## config.mk

```make
export PLATFORM = sky130hd
export DESIGN_NAME = r_burst_response_buffer
export DESIGN_NICKNAME = d
export VERILOG_FILES = /design/src/rtl/r_burst_response_buffer.sv
export SDC_FILE = /design/constraint.sdc
export NUM_CORES = 1
export LEC_CHECK = 0
export CAP_MARGIN = 10
export CORE_MARGIN = 5
export CORE_UTILIZATION = 45
export DETAILED_ROUTE_END_ITERATION = 10
export PLACE_DENSITY_LB_ADDON = 0.12
export SYNTH_ARGS = -nofsm -noshare
export SYNTH_HDL_FRONTEND = slang
export SYNTH_SLANG_ARGS = --single-unit
```

## constraint.sdc

```tcl
create_clock -name clk -period 30.4 [get_ports clk]
set_clock_uncertainty 0.15 [all_clocks]
set_input_delay 6.08 -clock clk [delete_from_list [all_inputs] [get_ports clk]]
set_output_delay 6.08 -clock clk [all_outputs]
set_load 0.01 [all_outputs]
```

## src/rtl/r_burst_response_buffer.sv

```systemverilog
// Burst-aware R-beat FIFO between the AXI slave R channel and r_ordering_unit.
// Arbitrary depth, occupancy/burst status, optional store-and-forward and full pass-through.
module r_burst_response_buffer #(
  parameter int unsigned ID_WIDTH   = 32,
  parameter int unsigned DATA_WIDTH = 64,
  parameter int unsigned RESP_WIDTH = 2,
  parameter int unsigned DEPTH      = 8,
  parameter int unsigned AF_THRESH  = DEPTH - 2,
  parameter int unsigned STORE_FWD  = 0,
  parameter int unsigned FULL_PASS  = 0
) (
  input  logic                         clk,
  input  logic                         rst,
  // R beats from the AXI slave
  input  logic                         r_in_valid,
  output logic                         r_in_ready,
  input  logic [ID_WIDTH-1:0]          r_in_id,
  input  logic [DATA_WIDTH-1:0]        r_in_data,
  input  logic [RESP_WIDTH-1:0]        r_in_resp,
  input  logic                         r_in_last,
  // R beats toward r_ordering_unit
  output logic                         r_out_valid,
  input  logic                         r_out_ready,
  output logic [ID_WIDTH-1:0]          r_out_id,
  output logic [DATA_WIDTH-1:0]        r_out_data,
  output logic [RESP_WIDTH-1:0]        r_out_resp,
  output logic                         r_out_last,
  // status
  output logic [$clog2(DEPTH+1)-1:0]   count,
  output logic [$clog2(DEPTH+1)-1:0]   bursts,
  output logic                         almost_full,
  output logic                         err_sticky,
  input  logic                         clr_err
);

  localparam int unsigned PTR_W = $clog2(DEPTH);
  localparam int unsigned CNT_W = $clog2(DEPTH + 1);
  localparam int unsigned ENT_W = ID_WIDTH + DATA_WIDTH + RESP_WIDTH + 1;

  logic [ENT_W-1:0]      mem [DEPTH];

  logic [PTR_W-1:0]      wr_ptr, wr_ptr_nxt;
  logic [PTR_W-1:0]      rd_ptr, rd_ptr_nxt;
  logic [CNT_W-1:0]      count_q, count_nxt;
  logic [CNT_W-1:0]      bursts_q, bursts_nxt;
  logic                  err_q, err_nxt;

  logic                  full, empty;
  logic                  push, pop;
  logic                  push_last, pop_last;

  logic [ENT_W-1:0]      head;
  logic [ID_WIDTH-1:0]   head_id;
  logic [DATA_WIDTH-1:0] head_data;
  logic [RESP_WIDTH-1:0] head_resp;
  logic                  head_last;

  assign full  = (count_q == CNT_W'(DEPTH));
  assign empty = (count_q == '0);

  // Pass-through variant: r_out_ready reaches r_in_ready combinationally when full.
  generate
    if (FULL_PASS != 0) begin : g_ready_pass
      assign r_in_ready = ~full | (r_out_valid & r_out_ready);
    end else begin : g_ready_plain
      assign r_in_ready = ~full;
    end
  endgenerate

  // Store-and-forward holds beats until a whole burst is stored; full escape avoids deadlock.
  generate
    if (STORE_FWD != 0) begin : g_valid_sf
      assign r_out_valid = ~empty & ((bursts_q != '0) | full);
    end else begin : g_valid_ct
      assign r_out_valid = ~empty;
    end
  endgenerate

  assign push      = r_in_valid & r_in_ready;
  assign pop       = r_out_valid & r_out_ready;

  assign head      = mem[rd_ptr];
  assign {head_id, head_data, head_resp, head_last} = head;

  assign push_last = push & r_in_last;
  assign pop_last  = pop & head_last;

  // Payload is forced to zero while not valid so unwritten storage never leaks out.
  assign r_out_id    = r_out_valid ? head_id   : '0;
  assign r_out_data  = r_out_valid ? head_data : '0;
  assign r_out_resp  = r_out_valid ? head_resp : '0;
  assign r_out_last  = r_out_valid & head_last;

  assign count       = count_q;
  assign bursts      = bursts_q;
  assign almost_full = (count_q >= CNT_W'(AF_THRESH));
  assign err_sticky  = err_q;

  // Next-state for pointers, occupancy, burst count and sticky error.
  always_comb begin
    wr_ptr_nxt = wr_ptr;
    rd_ptr_nxt = rd_ptr;
    count_nxt  = count_q;
    bursts_nxt = bursts_q;
    err_nxt    = err_q;

    if (push) begin
      wr_ptr_nxt = (wr_ptr == PTR_W'(DEPTH - 1)) ? '0 : wr_ptr + PTR_W'(1);
    end
    if (pop) begin
      rd_ptr_nxt = (rd_ptr == PTR_W'(DEPTH - 1)) ? '0 : rd_ptr + PTR_W'(1);
    end

    case ({push, pop})
      2'b10:   count_nxt = count_q + CNT_W'(1);
      2'b01:   count_nxt = count_q - CNT_W'(1);
      default: count_nxt = count_q;
    endcase

    case ({push_last, pop_last})
      2'b10:   bursts_nxt = bursts_q + CNT_W'(1);
      2'b01:   bursts_nxt = bursts_q - CNT_W'(1);
      default: bursts_nxt = bursts_q;
    endcase

    // A new error beat takes priority over a clear in the same cycle.
    if (clr_err) begin
      err_nxt = 1'b0;
    end
    if (push && r_in_resp[1]) begin
      err_nxt = 1'b1;
    end
  end

  always_ff @(posedge clk or negedge rst) begin
    if (!rst) begin
      wr_ptr   <= '0;
      rd_ptr   <= '0;
      count_q  <= '0;
      bursts_q <= '0;
      err_q    <= 1'b0;
    end else begin
      wr_ptr   <= wr_ptr_nxt;
      rd_ptr   <= rd_ptr_nxt;
      count_q  <= count_nxt;
      bursts_q <= bursts_nxt;
      err_q    <= err_nxt;
    end
  end

  // Storage is intentionally not reset; reads are masked by r_out_valid.
  always_ff @(posedge clk) begin
    if (push) begin
      mem[wr_ptr] <= {r_in_id, r_in_data, r_in_resp, r_in_last};
    end
  end

endmodule

```

==> metrics.cfg <==
[grt]
grt_antenna_before_repair=6
grt_start_max_net_pins=100
first_global_vias=15300
grt_usage=0.179
grt_pass1_wl_um=99000
grt_overflow_total=0

[clock_tree]
cts_buffers=86
clkTransAtPathRegs_ns=0.06
tritoncts=yes
cts_buffer_depth=3
cts-root-buf=clkbuf_16
cts_num_sinks=807
postCtsHoldBufs=0
insertion_delay_ns=0.61
cts_max_level=3
ctsResizeCount=0
postCtsSetupBuffers=0

[critical_path]
path_common_cell=buf_4
path_buf_inv=3
crit_path_max_fanout=40
reg2reg_from=rd_ptr[0]$_DFFE_PN0P_
cp-end-kind=primary output
path_class=flip-flop to primary output
slowest_delay_ns=0.89
crit_path_start_kind=flip-flop
cp_cell_sequence=buf_4 -> buf_4 -> mux4_2 -> mux2i_1 -> nor2_1 -> clkdlybuf4s50_1
crit_start=rd_ptr[0]$_DFFE_PN0P_
cp.arrival_ns=4.53
cp_slowest_cell=dfrtp_4
required_ns=24.17
crit_family=buffers and inverters

[placement]
portBuffers=214
placed_area_um2=34100
routabilityCongestion=0.719
dp.cells=2399
hpwl_um=33600

[power_and_ir_drop]
ir_worst_vdd_mv=0.0669
p_per_area_nw_per_um2=100
leakage_nw=12.0

[logic_synthesis]
synth_top_area_frac=0.770
synthCells=1345
synth_area_um2=30900
syn_avg_cell_area_um2=23.0
ys_ff_latch=807
ys_warn_count=0
synth.largest_area_cell=edfxtp_1
synth_area_leaders=edfxtp_1 77%, mux4_2 14%, mux2i_1 3.2%
syn-num-nets=1459
yosysUniqueCellTypes=35
synth_seq_area_share=0.782

[sta]
relSlewSlack=0.295
slew_violations=0
worstMarginPinSlew_ns=1.06
period_share=0.354
rsz0062_at_grt=no
clock.fmax_mhz=92.9
period_needed_ns=10.76
setup_violations=0
fin_tns_setup_ns=0
hold_viol=0

[layout]
layout.nets=1719
final_cell_area_um2=36800
layout-drive-gt1-share=0.216
area_growth_syn_to_layout_pct=19.2
stdcell_count=2553
final_common_cell=edfxtp_1
post-route-util=0.539
final_cell_mix=792 x edfxtp_1, 214 x clkdlybuf4s50_1, 198 x mux4_2

[floorplan]
die-area_um2=74000
start_util=0.452
placementRows=96
die_x_um=272
coreArea_um2=68300
ios=215
die_h_um=272

[drt]
drtIter0Drc=920
postRouteAntennaNets=0
routedWlPerCell_um=25.9
avgViaCountPerCell=5.56
drt_first_pass_iters=4
drc=0
wirelength_um=66100
vias=14200

[worst_hold_path]
min_path_type=flip-flop to flip-flop
hp-start=bursts[3]$_DFFE_PN0P_

[outcome]
status=finished clean

[flow_run]
maxCapViolCount=0

synth_stat cells:
library cell	number
nor4_1	2
clkbuf_1	18
a21o_2	1
nand3b_1	1
and2_4	1
buf_2	21
clkbuf_2	1
nand2b_1	4
clkinv_4	1
edfxtp_1	792
a211o_2	1
buf_4	17
a31oi_1	2
mux2_4	1
nor3b_1	2
xnor2_1	2
mux4_2	198
nor2b_1	3
o32ai_1	1
nor2_1	105
or3_1	1
a21o_1	2
nand2_1	6
a21oi_1	4
or4b_4	1
buf_1	9
nor3_1	6
inv_1	3
ha_1	10
buf_6	1
xor2_1	8
o21ai_0	2
dfrtp_1	15
mux2i_1	99
mux2_2	4
area by class of cell:
type	count	area, um2
Sequential cell	807	24200
Inverter	4	20.0
Clock buffer	114	2320
Tap cell	882	1100
Multi-Input combinational cell	467	6420
Antenna cell	2	5.00
Clock inverter	38	430
Timing Repair Buffer	239	2350
Fill cell	5224	31500
through the flow:
stage	hold slack (ns)	worst slack (ns)	total power, mW
6_report	0.319	19.64	3.69
5_1_grt	0.344	19.16	3.88
4_1_cts	0.321	19.43	3.77
3_5_place_dp	0.313	20.12	2.73
3_3_place_gp	0.304	20.12	2.72
2_1_floorplan	0.354	13.78	2.23
report_power, final:
part,leakage [nW],switching (mW),total (mW),internal (mW)
Combinational,3.26,0.594,1.20,0.604
Sequential,7.36,0.0747,1.47,1.40
Clock,1.33,0.411,1.02,0.612
Total,12.0,1.08,3.69,2.61
flip-flops by register name (all words and copies together), names as in the netlist:
register and cells:
count 4, rd_ptr 3, wr_ptr 3, mem 792
err_sticky 1, bursts 4
cell families after synthesis:
logic type | share of synthesized area
muxes | 0.178
AOI/OAI and AO/OA | 0.00275
and+or+nand+nor | 0.0179
adders and majority gates | 0.00405
xor gates and xnor gates | 0.00284
DFF | 0.782
buffers and inverters | 0.0120
final timing paths:
| path | slack (ns) | cells past startpoint | endpoint |
|---|---|---|---|
| hold reg to reg | 0.32 | 1 | bursts[3]$_DFFE_PN0P_ |
| setup reg to reg | 26.24 | 11 | bursts[2]$_DFFE_PN0P_ |
| max in group asynchronous | 23.74 | 1 | rd_ptr[0]$_DFFE_PN0P_ |
| hold / removal | 0.32 | 1 | bursts[3]$_DFFE_PN0P_ |
| min in group asynchronous | 5.78 | 1 | err_sticky$_DFFE_PN0P_ |
| setup / recovery | 19.64 | 6 | r_out_data[33] |
per-layer routing:
| metal | global-route usage | wire length, um | vias to the layer above |
|---|---|---|---|
| met5 | 0 | 32 | - |
| met4 | 0.0459 | 1210 | 6 |
| met3 | 0.0365 | 3000 | 83 |
| met2 | 0.313 | 34400 | 278 |
| met1 | 0.232 | 27500 | 7691 |
| li1 | - | - | 6148 |
No activity file was read; power rests on OpenSTA's default activity.
